File: config.mk
export PLATFORM = sky130hd
export DESIGN_NAME = circle_readout_seq
export DESIGN_NICKNAME = d
export VERILOG_FILES = /design/src/rtl/circle_readout_seq_pkg.sv /design/src/rtl/rr_pick.sv /design/src/rtl/circle_readout_seq.sv
export SDC_FILE = /design/constraint.sdc
export NUM_CORES = 1
export LEC_CHECK = 0
export BUFFER_PORTS_ARGS = -buffer_cell sky130_fd_sc_hd__buf_2
export CORE_AREA = 2 2 110 112
export DETAILED_ROUTE_END_ITERATION = 6
export DIE_AREA = 0 0 112 114
export PLACE_DENSITY = 0.95
export SKIP_LAST_GASP = 1
export SLEW_MARGIN = 40
export SYNTH_ARGS = -nofsm -noshare
export SYNTH_HDL_FRONTEND = slang
export SYNTH_SLANG_ARGS = --single-unit
export TNS_END_PERCENT = 30
File: constraint.sdc
create_clock -name rclk -period 10.9 [get_ports rclk]
set_input_delay 2.18 -clock rclk [delete_from_list [all_inputs] [get_ports rclk]]
set_output_delay 2.18 -clock rclk [all_outputs]
set_load 0.05 [all_outputs]
File: src/rtl/circle_readout_seq_pkg.sv
// Shared types and constants for the circular-buffer readout sequencer.
package circle_readout_seq_pkg;

   typedef enum logic [1:0] {
      StIdle,
      StSelect,
      StRead,
      StFlush
   } state_e;

   localparam int unsigned FifoDepth = 2;

   // Index width for n items, never narrower than one bit.
   function automatic int unsigned clog2(input int unsigned n);
      int unsigned r;
      r = 0;
      while ((32'd1 << r) < n) r = r + 1;
      if (r == 0) r = 1;
      return r;
   endfunction

endpackage

File: src/rtl/rr_pick.sv
// Combinational round-robin first-one finder: scans req starting at start, wrapping at N.
module rr_pick
   import circle_readout_seq_pkg::*;
#(
   parameter int unsigned N = 4,
   parameter int unsigned W = clog2(N)
) (
   input  logic [N-1:0] req,
   input  logic [W-1:0] start,
   output logic [W-1:0] idx,
   output logic         found
);

   logic [W-1:0] cand;

   always_comb begin
      idx   = '0;
      found = 1'b0;
      cand  = '0;
      for (int unsigned i = 0; i < N; i++) begin
         cand = W'((32'(start) + i) % N);
         if (!found && req[cand]) begin
            found = 1'b1;
            idx   = cand;
         end
      end
   end

endmodule

File: src/rtl/circle_readout_seq.sv
// Round-robin bank drain from per-channel circular buffers into a tagged valid/ready stream.
module circle_readout_seq
   import circle_readout_seq_pkg::*;
#(
   parameter int unsigned CHANS     = 7,
   parameter int unsigned DWIDTH    = 16,
   parameter int unsigned BUF_AW    = 13,
   parameter int unsigned WID_CHANS = clog2(CHANS)
) (
   input  logic                    rclk,
   input  logic                    rst_n,
   input  logic                    enable,
   input  logic [CHANS-1:0]        chan_mask,
   input  logic                    abort,
   input  logic [CHANS-1:0]        wave_available,
   input  logic [DWIDTH*CHANS-1:0] wave_result,
   output logic [CHANS-1:0]        stb_r,
   output logic [CHANS-1:0]        rewind,
   output logic [DWIDTH-1:0]       out_data,
   output logic [WID_CHANS-1:0]    out_chan,
   output logic                    out_first,
   output logic                    out_last,
   output logic                    out_valid,
   input  logic                    out_ready,
   output logic                    busy
);

   localparam int unsigned PtrW = clog2(FifoDepth);
   localparam int unsigned CntW = clog2(FifoDepth + 1);
   localparam int unsigned OccW = CntW + 1;

   state_e               state_q;
   logic [WID_CHANS-1:0] cur_ch_q;
   logic [WID_CHANS-1:0] rr_ptr_q;
   logic [WID_CHANS-1:0] next_ch;
   logic [WID_CHANS-1:0] pick_idx;
   logic                 pick_found;
   logic [BUF_AW-1:0]    word_cnt_q;
   logic [BUF_AW-1:0]    word_idx_q;
   logic                 inflight_q;
   logic [CHANS-1:0]     rewind_q;

   logic [DWIDTH-1:0]    fifo_data_q  [FifoDepth];
   logic [WID_CHANS-1:0] fifo_chan_q  [FifoDepth];
   logic [FifoDepth-1:0] fifo_first_q;
   logic [FifoDepth-1:0] fifo_last_q;
   logic [PtrW-1:0]      rd_ptr_q;
   logic [PtrW-1:0]      wr_ptr_q;
   logic [CntW-1:0]      fifo_cnt_q;

   logic                 abort_act;
   logic                 push;
   logic                 pop;
   logic                 strobe;
   logic [OccW-1:0]      occ;
   logic [DWIDTH-1:0]    cur_word;

   rr_pick #(
      .N (CHANS),
      .W (WID_CHANS)
   ) u_rr_pick (
      .req   (wave_available & chan_mask),
      .start (rr_ptr_q),
      .idx   (pick_idx),
      .found (pick_found)
   );

   assign abort_act = abort && (state_q == StRead || state_q == StFlush);
   assign out_valid = (fifo_cnt_q != '0);
   assign pop       = out_valid && out_ready;
   // An aborted bank's in-flight word is dropped instead of entering the FIFO.
   assign push      = inflight_q && !abort_act;
   assign occ       = OccW'(fifo_cnt_q) + OccW'(inflight_q) - OccW'(pop);
   assign strobe    = (state_q == StRead) && !abort_act && (occ < OccW'(FifoDepth));
   assign next_ch   = (cur_ch_q == WID_CHANS'(CHANS - 1)) ? '0 : cur_ch_q + 1'b1;
   assign cur_word  = wave_result[cur_ch_q*DWIDTH +: DWIDTH];

   always_comb begin
      stb_r = '0;
      if (strobe) stb_r[cur_ch_q] = 1'b1;
   end

   always_ff @(posedge rclk or negedge rst_n) begin
      if (!rst_n) begin
         state_q    <= StIdle;
         cur_ch_q   <= '0;
         rr_ptr_q   <= '0;
         word_cnt_q <= '0;
         word_idx_q <= '0;
         inflight_q <= 1'b0;
         rewind_q   <= '0;
      end else begin
         inflight_q <= strobe;
         rewind_q   <= '0;
         if (strobe) begin
            word_idx_q <= word_cnt_q;
            word_cnt_q <= word_cnt_q + 1'b1;
         end
         if (abort_act) begin
            rewind_q[cur_ch_q] <= 1'b1;
            rr_ptr_q           <= next_ch;
            state_q            <= StIdle;
         end else begin
            unique case (state_q)
               StIdle: begin
                  if (enable && (wave_available & chan_mask) != '0) state_q <= StSelect;
               end
               StSelect: begin
                  word_cnt_q <= '0;
                  if (pick_found) begin
                     cur_ch_q <= pick_idx;
                     state_q  <= StRead;
                  end else begin
                     state_q <= StIdle;
                  end
               end
               StRead: begin
                  if (strobe && word_cnt_q == '1) state_q <= StFlush;
               end
               StFlush: begin
                  if (!inflight_q && fifo_cnt_q == '0) begin
                     rr_ptr_q <= next_ch;
                     state_q  <= StIdle;
                  end
               end
               default: state_q <= StIdle;
            endcase
         end
      end
   end

   always_ff @(posedge rclk or negedge rst_n) begin
      if (!rst_n) begin
         rd_ptr_q     <= '0;
         wr_ptr_q     <= '0;
         fifo_cnt_q   <= '0;
         fifo_first_q <= '0;
         fifo_last_q  <= '0;
         for (int i = 0; i < FifoDepth; i++) begin
            fifo_data_q[i] <= '0;
            fifo_chan_q[i] <= '0;
         end
      end else if (abort_act) begin
         rd_ptr_q   <= '0;
         wr_ptr_q   <= '0;
         fifo_cnt_q <= '0;
      end else begin
         if (push) begin
            fifo_data_q[wr_ptr_q]  <= cur_word;
            fifo_chan_q[wr_ptr_q]  <= cur_ch_q;
            fifo_first_q[wr_ptr_q] <= (word_idx_q == '0);
            fifo_last_q[wr_ptr_q]  <= (word_idx_q == '1);
            wr_ptr_q               <= wr_ptr_q + 1'b1;
         end
         if (pop) rd_ptr_q <= rd_ptr_q + 1'b1;
         fifo_cnt_q <= fifo_cnt_q + CntW'(push) - CntW'(pop);
      end
   end

   assign out_data  = fifo_data_q[rd_ptr_q];
   assign out_chan  = fifo_chan_q[rd_ptr_q];
   assign out_first = fifo_first_q[rd_ptr_q];
   assign out_last  = fifo_last_q[rd_ptr_q];
   assign rewind    = rewind_q;
   assign busy      = (state_q != StIdle);

endmodule

==> results.md <==
- Global-route wire length before repair: 30,500 µm
- Slew HR: 0.477
- Number of fill cells: 926
- Most frequent cell after synthesis: nand2_1
- Syn Nets: 897
- Site Rows: 40
- Worst hold path class: reg -> reg
- Worst Path Buf+Inv: 4
- Die Ht: 114 µm
- Startpoint types: primary input
- Area contributors post-synth: dfrtp_1 (33%), mux2_2 (7.7%), nand2_1 (6.5%), mux4_2 (6.1%), o21ai_0 (5.3%)
- CP Data Arrival Time: 4.70 ns
- Wirelength per Cell: 18.8 µm
- Final wirelength: 19,400 µm
- RR Endpoint: cur_ch_q[0]
- First DRT Iteration DRCs: 657
- Footprint of the multi-input gates: 0.00425 mm²
- Fin cells: 1,033
- Asr flop ratio synth: 1.00
- Post-synthesis sequential area ratio: 0.329
- HPWL Detailed: 13,800 µm
- Cells after Synth: 740
- Crit path largest cell delay: 0.40 ns
- Critical Path Stages: 12
- Crit Reg-Reg Startpoint: rr_ptr_q[1]
- Post-CTS Setup Bufs: 0
- Clock latency on the worst-skew pair: 0.34 ns
- Reg2Reg Depth: 17
- Final worst slack: 4.02 ns
- Top-area cell type share of the netlist area: 0.329
- Register Area: 0.00221 mm²
- Max Slew Vio Count: 0
- Run status: completed
- Pre-antenna DRT Iters: 5
- Dpl ws: 4.06 ns
- Hold_sp: fifo_data_q[11]
- Pwr Density: 350 mW/mm²
- Commonest cells post-synth: nand2_1 (116), dfrtp_1 (88), o21ai_0 (71)
- Residual DRC count: 0
- CP required: 8.72 ns
- Layout overhead on the synthesized area: 18.1%
- Vias per Instance: 6.28
- Post-synth EDFFs: 0
- H-tree Lvls: 3
- Top FF cell, synth: dfrtp_1
- Flops & latches, synth: 88
- Period utilisation layout: 0.631
- Slowest cell on the critical path: fa_1
- Final count of hold timing violations: 0
- Peak supply drop: 314 µV
- Crit path from: out_ready
- Share of layout cells above drive strength 1: 0.317
- Critical-path cell list: buf_2 > and2_1 > ha_1 > nand2b_1 > fa_1 > xnor2_1 > nand4b_1 > buf_4 > inv_2 > nand2_1 > nor3_1 > buf_2
- Clock Pin Slew Worst Setup and Hold Paths: 0.07 ns
- Final Setup Violations: 0
- Synth cell types: 83
- ANT cells: 0
- Max Cap Viol: 0
- Crit path top cell by count: buf_2
- GR Overflow Total: 0
- Clock root cell: clkbuf_16
- CP Capture Type: output port
- Total Neg Setup Slack: 0 ns
- Post-Syn Area per Cell: 9.05 µm²
- Initial antenna violation count: 1
- Peak fanout along the critical path: 20
- Routability cong.: 1.02
- Leakage: 3.71 nW
- DP Cell Count: 1,017
- Ys Warns: 0
- CTS tree: done
- WS Path Type: in -> out
- Fmax: 0.145 GHz
- R2R Setup Slk: 5.41 ns
- # hold bufs at CTS: 0
- Post-layout min period: 6.88 ns
- Number of port buffers: 167
- Max clock buf depth: 2
- Cts bufs inserted: 9
- I/O pins: 168
- Worst slew pin tran: 0.784 ns
- Synth Cell Area: 0.00670 mm²
- # nets final: 1,038
- Die area: 0.0128 mm²
- Initial Util: 0.572
- Vias in the first global route: 6,202
- Core ar.: 0.0117 mm²
- Clock Skews: 0.00801 ns
- Largest net degree at the start of global routing: 88
- ANT nets after route: 0
- Delay-heaviest family, CP: buffers and inverters
- RSZ-0062 raised after global routing: false
- Worst Setup EP: stb_r[4]
- Via count: 6,486
- GRT Total Usage: 0.298
- # clock sinks: 88
- Die X: 112 µm
- Post_cts resized: 0
- Synth area leader: dfrtp_1
where the power goes:
part	internal (mW)	switching (mW)	total, mW	leakage, nW
Sequential	0.420	0.119	0.540	1.17
Clock	0.162	0.140	0.301	0.144
Combinational	0.759	1.17	1.93	2.40
per-stage QoR:
step           instance area (µm²)  hold WS, ns   util  power (mW)
2_1_floorplan                 6700        0.444      -        2.02
3_3_place_gp                  7600        0.456  0.649        2.36
3_5_place_dp                  7610        0.464  0.649        2.41
4_1_cts                       7910        0.480  0.675        2.73
5_1_grt                       7910        0.501  0.676        2.96
6_report                      7910        0.476  0.676        2.77
kinds of logic (layout without fill, tap and decap cells):
group / Yosys count / count (layout) / synth area share
AO/OA/AOI/OAI: 188 / 188 / 0.195
adder cells (fa/ha/maj): 26 / 26 / 0.0497
XOR/XNOR: 29 / 29 / 0.0413
flip-flops: 88 / 88 / 0.329
buffers and inverters: 64 / 210 / 0.0375
AND/OR/NAND/NOR: 267 / 267 / 0.188
multiplexers: 78 / 78 / 0.159
sequential cells by signal (all words and copies together), names as in the netlist:
signal,cells
fifo_data_q,32
word_cnt_q,13
word_idx_q,13
rewind,7
fifo_chan_q,6
cur_ch_q,3
rr_ptr_q,3
fifo_cnt_q,2
fifo_first_q,2
fifo_last_q,2
state_q,2
inflight_q,1
rd_ptr_q,1
wr_ptr_q,1
routing by layer:
metal  part of all wire  wire [µm]  track usage
met1               0.40       7820        0.384
met2               0.48       9250        0.508
met3              0.090       1750       0.0584
met4              0.028        540        0.105
met5            0.00067         13            0
worst min-delay path by stage:
stage | endpoint | cells after the start | slack [ns]
global route | fifo_data_q[24] | 2 | 0.50
global placement | fifo_data_q[8] | 2 | 0.46
floorplan | fifo_chan_q[1] | 2 | 0.44
CTS | fifo_data_q[11] | 2 | 0.48
detailed placement | fifo_data_q[11] | 2 | 0.46
finish | fifo_data_q[11] | 2 | 0.48
cell type report:
cell class	count	area share
Clock buffer	9	0.0285
Multi-Input combinational cell	588	0.537
Inverter	20	0.00949
Timing Repair Buffer	174	0.113
Clock inverter	7	0.00981
Sequential cell	88	0.279
Tap cell	147	0.0232
cell usage in the layout (no fill, tap or decap), types with 18 or more instances in the layout:
master   netlist  routed
buf_2          6     166
nor2_1        41      40
mux2_2        46      46
nand3_1       27      27
ha_1          25      25
a21oi_1       21      21
o21ai_0       71      71
nand2_1      116     116
dfrtp_1       88      85
mux4_2        18      18
worst reg2reg max path: stages (launching register included):
cell and delay [ns]:
dfrtp_1 0.75, inv_1 0.33, ha_1 0.41, xor2_2 0.39
inv_2 0.16, ha_1 0.21, ha_1 0.26, a31oi_2 0.18
xnor2_1 0.18, ha_1 0.36, inv_1 0.11, a22oi_1 0.45
a31oi_1 0.12, a31oi_2 0.22, mux2i_2 0.19, o41a_1 0.56
and3_1 0.22, a311o_1 0.27
(Power assumes the default switching activity.)
